--- src/rtl/vector_pkg.sv ---
// Shared vector register-file constants and the gather sequencer state type.
package vector_pkg;

  localparam int VECTOR_REG_DEPTH = 32;
  localparam int VECTOR_REG_WIDTH = 16;

  typedef enum logic [1:0] {
    IDLE  = 2'd0,
    ISSUE = 2'd1,
    DONE  = 2'd2
  } map_sched_state_e;

endpackage

--- src/rtl/vector_map_grant.sv ---
// Conflict-free lane selection: for every distinct pending address, grant only
// the lowest-indexed lane that names it.
module vector_map_grant #(
  parameter int MAP_PORT = 8,
  parameter int ADDR_W   = 5
) (
  input  logic [MAP_PORT-1:0]        pending,
  input  logic [MAP_PORT*ADDR_W-1:0] addr,
  output logic [MAP_PORT-1:0]        grant
);

  always_comb begin
    // NOTE: default every bit first so no path leaves grant unassigned (no latch).
    grant = '0;
    for (int i = 0; i < MAP_PORT; i++) begin
      grant[i] = pending[i];
      for (int k = 0; k < i; k++) begin
        if (pending[k] && (addr[k*ADDR_W +: ADDR_W] == addr[i*ADDR_W +: ADDR_W]))
          grant[i] = 1'b0;
      end
    end
  end

endmodule

--- src/rtl/vector_map_sched.sv ---
// Gather sequencer: splits a lane-masked request into conflict-free mapper
// passes, collects per-lane data, and returns the whole vector.
module vector_map_sched
  import vector_pkg::*;
#(
  parameter int MAP_PORT = 8,
  parameter int ADDR_W   = $clog2(VECTOR_REG_DEPTH),
  parameter int DATA_W   = VECTOR_REG_WIDTH,
  localparam int PASS_W  = $clog2(MAP_PORT) + 1
) (
  input  logic                        clk,
  input  logic                        reset,
  input  logic                        req_vld,
  output logic                        req_rdy,
  input  logic [MAP_PORT-1:0]         req_mask,
  input  logic [MAP_PORT*ADDR_W-1:0]  req_addr,
  output logic [MAP_PORT-1:0]         map_vld,
  output logic [MAP_PORT*ADDR_W-1:0]  map_addr,
  input  logic [MAP_PORT*DATA_W-1:0]  map_data,
  output logic                        rsp_vld,
  input  logic                        rsp_rdy,
  output logic [MAP_PORT*DATA_W-1:0]  rsp_data,
  output logic [PASS_W-1:0]           rsp_passes
);

  map_sched_state_e            state;
  logic [MAP_PORT-1:0]         pending;
  logic [MAP_PORT-1:0]         grant;
  logic [MAP_PORT-1:0]         remain;
  logic [MAP_PORT*ADDR_W-1:0]  addr_q;
  logic [MAP_PORT*DATA_W-1:0]  buf_q;
  logic [PASS_W-1:0]           passes_q;

  vector_map_grant #(
    .MAP_PORT (MAP_PORT),
    .ADDR_W   (ADDR_W)
  ) u_grant (
    .pending (pending),
    .addr    (addr_q),
    .grant   (grant)
  );

  assign remain     = pending & ~grant;
  assign req_rdy    = (state == IDLE);
  assign rsp_vld    = (state == DONE);
  assign map_vld    = (state == ISSUE) ? grant : '0;
  assign map_addr   = addr_q;
  assign rsp_data   = buf_q;
  assign rsp_passes = passes_q;

  // NOTE: non-blocking assignments so every register samples pre-edge values.
  always_ff @(posedge clk or posedge reset) begin
    if (reset) begin
      state    <= IDLE;
      pending  <= '0;
      addr_q   <= '0;
      // NOTE: the result buffer is reset because rsp_data must read 0 after reset.
      buf_q    <= '0;
      passes_q <= '0;
    end else begin
      unique case (state)
        IDLE: begin
          if (req_vld) begin
            addr_q   <= req_addr;
            pending  <= req_mask;
            buf_q    <= '0;
            passes_q <= '0;
            state    <= (req_mask != '0) ? ISSUE : DONE;
          end
        end
        ISSUE: begin
          for (int i = 0; i < MAP_PORT; i++) begin
            if (grant[i])
              buf_q[i*DATA_W +: DATA_W] <= map_data[i*DATA_W +: DATA_W];
          end
          pending  <= remain;
          passes_q <= passes_q + 1'b1;
          if (remain == '0)
            state <= DONE;
        end
        DONE: begin
          if (rsp_rdy)
            state <= IDLE;
        end
        default: state <= IDLE;
      endcase
    end
  end

endmodule

--- config.mk ---
export PLATFORM = sky130hd
export DESIGN_NAME = vector_map_sched
export DESIGN_NICKNAME = d
export VERILOG_FILES = /design/src/rtl/vector_pkg.sv /design/src/rtl/vector_map_grant.sv /design/src/rtl/vector_map_sched.sv
export SDC_FILE = /design/constraint.sdc
export NUM_CORES = 1
export LEC_CHECK = 0
export ABC_CLOCK_PERIOD_IN_PS = 5950
export BUFFER_PORTS_ARGS = -buffer_cell sky130_fd_sc_hd__buf_4
export CAP_MARGIN = 40
export CELL_PAD_IN_SITES_DETAIL_PLACEMENT = 1
export CELL_PAD_IN_SITES_GLOBAL_PLACEMENT = 1
export CORE_ASPECT_RATIO = 1.5
export CORE_MARGIN = 2
export CORE_UTILIZATION = 30
export DETAILED_ROUTE_END_ITERATION = 10
export PLACE_DENSITY = 0.7
export SLEW_MARGIN = 20
export SYNTH_ARGS = -nofsm -noshare
export SYNTH_HDL_FRONTEND = slang
export SYNTH_SLANG_ARGS = --single-unit
--- constraint.sdc ---
create_clock -name clk -period 5.95 [get_ports clk]
set_input_delay 0.2975 -clock clk [delete_from_list [all_inputs] [get_ports clk]]
set_output_delay 0.2975 -clock clk [all_outputs]
set_load 0.05 [all_outputs]
==> Word level (Yosys, flattened, before mapping) <==
Cells that the tools add are included.
{ "totals": {"regBits": 182, "latch_bits": 0, "mem_bits_rw": 0, "romBits": 0, "in_bits": 180, "output_inout_bits": 182, "wordCells": 147, "n_memories": 0} }
{ "op_classes": {"addsub": 1, "n_mul": 0, "div": 0, "order_cmp": 0, "n_eq_ne": 41, "n_shift": 0, "muxes": 48, "n_bitwise": 2, "reduce_logical": 43} }
{ "ops": {"columns": ["op", "n"], "rows": [
  ["$pmux 128 s2", 1],
  ["$eq 5x5->1", 28],
  ["$mux 128", 1],
  ["$mux 16", 8],
  ["$logic_and 1x1->1", 28],
  ["$mux 1", 28],
  ["$reduce_and 3->1", 9],
  ["$ne 2x2->1 const B", 9],
  ["$mux 8", 2],
  ["$pmux 8 s2", 1],
  ["$and 8x8->8", 1],
  ["$logic_not 8->1", 1],
  ["$mux 2", 4],
  ["$not 8->8", 1],
  ["$pmux 4 s2", 1],
  ["$reduce_bool 8->1", 1],
  ["$pmux 2 s3", 1],
  ["$add 4x1->4 const B", 1],
  ["$mux 4", 1],
  ["$ne 2x1->1 const B", 2],
  ["$reduce_and 2->1", 2],
  ["$eq 2x1->1 const B", 1],
  ["$eq 2x2->1 const B", 1],
  ["$logic_not 2->1", 1],
  ["$reduce_bool 2->1", 1]
]} }

==> Longest topological paths before layout <==
{ "logic_depth": {"ltp_word": 14, "depth_mapped": 10, "mapped_depth_nobuf": 7} }

==> Modules after synthesis <==
From an unflattened synthesis, not the netlist that was laid out.
{ "hier_totals": {"hier_cells": 971, "area_unflattened_um2": 9850.7} }
{ "by_module_without_submodules": {"columns": ["mod", "instances", "cells_each", "area_per_inst_um2", "seq_area_each_um2"], "rows": [
  ["vector_map_sched", 1, 723, 7983.9, 4554.4],
  ["vector_map_grant", 1, 248, 1866.8, 0.0]
]} }

==> Worst setup path before layout <==
Ideal clock, no wire load.
{ "synth_path": {"kind": "reg-to-reg", "from": "register addr_q[1] (netlist: map_addr[1])", "to": "register buf_q[41] (netlist: rsp_data[41])", "setup_time_ps": 132, "t_arrival_ps": 3043, "required_time_ps": 5818, "path_slack_ps": 2775, "path_stages_with_launch": 10, "n_path_buf": 2, "period_less_slack_ps": 3175, "path_cell_list": "dfrtp_1 -> buf_2 -> xor2_1 -> nor4_1 -> and3_1 -> nor3_1 -> nor2_1 -> clkbuf_1 -> nand2_1 -> o21ai_1"} }
{ "synth_via": {"elab_chain_len": 6} }
{ "synth_rtl": {"columns": ["item", "line", "text"], "rows": [
  ["start: declaration", "vector_map_sched.sv:30", "logic [MAP_PORT*ADDR_W-1:0] addr_q;"],
  ["start signal: assignment", "vector_map_sched.sv:64", "addr_q <= req_addr;"],
  ["$eq 5x5->1", "vector_map_grant.sv:18", "if (pending[k] && (addr[k*ADDR_W +: ADDR_W] == addr[i*ADDR_W +: ADDR_W]))"],
  ["$logic_and 1x1->1", "vector_map_grant.sv:18", null],
  ["$mux 1 (2 in series)", "vector_map_grant.sv:18", null],
  ["$ne 2x2->1 (no source line)", null, null],
  ["$reduce_and 3->1 (no source line)", null, null],
  ["end signal: indexed assignment", "vector_map_sched.sv:74", "buf_q[i*DATA_W +: DATA_W] <= map_data[i*DATA_W +: DATA_W];"],
  ["end: declaration", "vector_map_sched.sv:31", "logic [MAP_PORT*DATA_W-1:0] buf_q;"]
]} }
Every way passes these cells.
A chain may end at the register's enable or synchronous reset.

==> Worst setup path after layout <==
{ "layout_path": {"from": "register addr_q[28] (netlist: map_addr[28])", "to": "output port map_vld[5]"} }
{ "layout_via": {"elab_chain_len": 8, "elab_cells_between_ends": 16, "cone_classes": "eq/ne: 5; mux: 6; reduce/logical: 5"} }
{ "layout_rtl": {"columns": ["item", "line", "text"], "rows": [
  ["$eq 5x5->1", "vector_map_grant.sv:18", null],
  ["$logic_and 1x1->1", "vector_map_grant.sv:18", null],
  ["$mux 1 (4 in series)", "vector_map_grant.sv:18", null],
  ["$mux 1 (*)", "vector_map_grant.sv:18", null],
  ["$mux 8 (*)", "vector_map_sched.sv:46", "assign map_vld = (state == ISSUE) ? grant : '0;"],
  ["end: declaration", "vector_map_sched.sv:17", "output logic [MAP_PORT-1:0] map_vld,"]
]} }
Mark *: on every way between the ends. The rest lies on a longest branch, timed or not.

==> results.cfg <==
[setup_path]
setup.worst_path.end_class = output port
critPathLaunchType = register
crit_type = reg2out
cp_slowest_stage_delay_ns = 0.69
crit_top_cell = nor4_1
reg2reg_depth = 7
path_cells = xor2_1 > nor4_1 > and3_1 > nor4_1 > and4_4 > buf_4
critPathMaxFanout = 9
worstPathArrival_ns = 2.67
cp_slowest_cell = dfrtp_1
cp_data_required_time_ns = 5.65

[yosys]
synth_most_common_cell = nand2_1
syn_nets = 1233
synth-simple-area-share_pct = 18.63
synth_seq_cells = 182
synth_top_family_by_area = simple AND/OR/NAND/NOR gates
synth.distinct_cells = 45
synth_warnings = 0
synth_xor_area_share_pct = 12.92
syn_area_mm2 = 0.009549
async_reset_ff_share_pct = 100.0
synth_commonest_cells = nand2_1, dfrtp_1, xor2_1
synth-edff-count = 0
synthMuxAreaShare_pct = 6.827
yosysTopAreaCell = dfrtp_1
synthAdderAreaFrac_pct = 0.1310
synth_compound_area_share_pct = 5.660
synth_area_per_cell_um2 = 9.077
synth_top_area_share_pct = 47.69
synth_area_leaders = dfrtp_1, nand2_1, xor2_1, mux2i_1, o21ai_1
ys.flop_type = dfrtp_1
postSynthCellCount = 1052
ys_seq_area_share_pct = 47.69

[final_layout]
nNetsFinal = 1538
fillers = 3721
num_antenna_cells = 0
area_delta_synth_final_pct = 36.32
finish.instance_area_mm2 = 0.01302
drive_gt1_share_pct = 30.66

[timing]
drv_slew = 0
worstMarginPinSlew_ns = 0.8939
rsz0062_at_grt = no
clock.fmax_mhz = 336.8
hold_viol_final = 0
setup_slack_ns = 2.981
clock_skew_ns = 0.01044
setup_violations = 0
max_slew_margin_pct = 40.41
period_share_pct = 49.90
period_minus_slack_ns = 2.969
fin_setup_tns_ns = 0

[die]
dieArea_mm2 = 0.03330
die_h_um = 222.5
start_util_pct = 30.19
rows = 80
core_mm2 = 0.03163
ioPinCount = 362
dieWidth_um = 149.7

[routing]
wl_um = 34530
final_antenna_net_count = 0
num_vias = 8279
drt_iter0_drc = 307
vias_per_cell = 4.651
drtPass1Iterations = 6
drc = 0
wl_per_cell_um = 19.40

[worst_hold_path]
hold_class = in2reg
holdPathStages = 3

[clocking]
cts_tree = yes
clkTransAtPathRegs_ns = 0.07
cts_made_buffers = 17
cts.sinks = 182
h-tree-depth = 4
clk_latency_ns = 0.45
post_cts_resized = 0
clockBufferDepth = 2
clockRootBuffer = clkbuf_16

[place]
place_ws_ns = 3.019
dp_hpwl_um = 25940
postPlaceCellArea_mm2 = 0.01238
finalWeightedCongestion = 0.8209
io_buffers = 361

[power_and_ir_drop]
switching_share_pct = 53.29
p_leak_nw = 6.658
ir_worst_vdd_v = 0.0002509
pwr-share-seq_pct = 29.9
power.density_mw_per_mm2 = 651.6
intPower_mw = 3.962
clkPwrFrac_pct = 13.9
p_comb_share_pct = 56.2
p_sw_mw = 4.521

[run_status]
outcome = finished clean

[global_routing]
grt_util_all_layers_pct = 20.70
grt.overflow.total = 0
grt_max_degree = 150
grt_pass1_vias = 8672
antenna_found_initial = 0
grt_first_pass_wirelength_um = 52170

[flow_run]
maxCapViolCount = 0
-- metal layers --
metal	track usage, %	share of wire, %	vias up
li1	-	-	3934
met1	22.64	37	4048
met2	38.69	54	235
met3	3.429	4.8	62
met4	8.886	3.7	0
met5	0	0	-
-- final timing paths --
| path | end | from | slack [ns] |
|---|---|---|---|
| setup / recovery | map_vld[5] | map_addr[28]$_DFFE_PP0P_ | 2.98 |
| hold / removal | map_addr[24]$_DFFE_PP0P_ | req_addr[24] | 0.03 |
| setup reg to reg | rsp_data[127]$_DFFE_PP0P_ | map_addr[7]$_DFFE_PP0P_ | 3.23 |
| hold reg to reg | rsp_passes[3]$_DFFE_PP0P_ | rsp_passes[3]$_DFFE_PP0P_ | 0.49 |
| max in group asynchronous | rsp_data[73]$_DFFE_PP0P_ | reset | 4.34 |
| min in group asynchronous | rsp_data[101]$_DFFE_PP0P_ | reset | 0.38 |
-- cell families after synthesis --
kind of cell,Yosys count
DFF,182
AOI/OAI and AO/OA,95
buffers and inverters,154
muxes,65
and+or+nand+nor,415
adders and majority gates,1
xor gates and xnor gates,140
-- timing repair --
action / in CTS / in global routing
hold endpoints to repair: 33 / 0
hold buffers: 1 / 0
setup buffers: 0 / 0
-- per-stage QoR --
stage	utilization [%]	power (mW)	instances	hold WS (ns)
floorplan	-	5.918	1052	0.4029
global placement	38.94	7.211	1742	0.2972
detailed placement	39.13	7.371	1746	0.2974
CTS	41.07	8.575	1779	0.004444
global route	41.16	8.988	1780	0.02509
finish	41.16	8.483	1780	0.02882
-- power groups by stage --
stage,Combinational (mW),Clock (mW),Sequential [mW]
3_5_place_dp,4.80,0,2.57
6_report,4.76,1.18,2.54
5_1_grt,5.11,1.26,2.62
2_1_floorplan,2.40,0,3.52
3_3_place_gp,4.66,0,2.55
4_1_cts,4.81,1.21,2.55
-- worst max-delay path, delay by kind of cell, from the launching register on --
family        cells  cell delay (ns)
xor+xnor          1             0.20
buf+inv           1             0.22
simple gates      4             1.11
flops             1             0.69
-- layout make-up --
class                           instances  area, um^2  area share (%)
Multi-Input combinational cell        716        4229           32.49
Tap cell                              410       513.0           3.941
Sequential cell                       182        4554           34.99
Timing Repair Buffer                  372        2858           21.95
Inverter                               68       260.3           1.999
Clock inverter                         14       163.9           1.259
Clock buffer                           18       439.2           3.374
-- flip-flops by register name, indices dropped and copies added (netlist names) --
signal	flops
map_addr	40
rsp_data	128
rsp_passes	4
state	2
pending	8
-- layout by cell type (no fill, tap or decap), types with 2 or more instances in the layout --
| master | n |
|---|---|
| xor2_1 | 98 |
| nand2b_1 | 2 |
| nand3_1 | 18 |
| clkinvlp_4 | 3 |
| inv_6 | 5 |
| nand4_1 | 6 |
| nor3_1 | 2 |
| o21ai_1 | 77 |
| mux2i_1 | 64 |
| nor2_1 | 3 |
| buf_8 | 4 |
| inv_1 | 67 |
| nand2_1 | 329 |
| o311a_1 | 2 |
| buf_4 | 365 |
| and4_4 | 2 |
| o31ai_1 | 3 |
| clkbuf_16 | 17 |
| nor2_2 | 3 |
| a31oi_1 | 2 |
| bufinv_16 | 2 |
| dfrtp_1 | 182 |
| a22o_1 | 3 |
| and3_1 | 11 |
| a21oi_1 | 2 |
| clkinv_4 | 4 |
| xnor2_1 | 41 |
| nor4_1 | 28 |
Note: power is estimated with default switching activity, not from simulation.
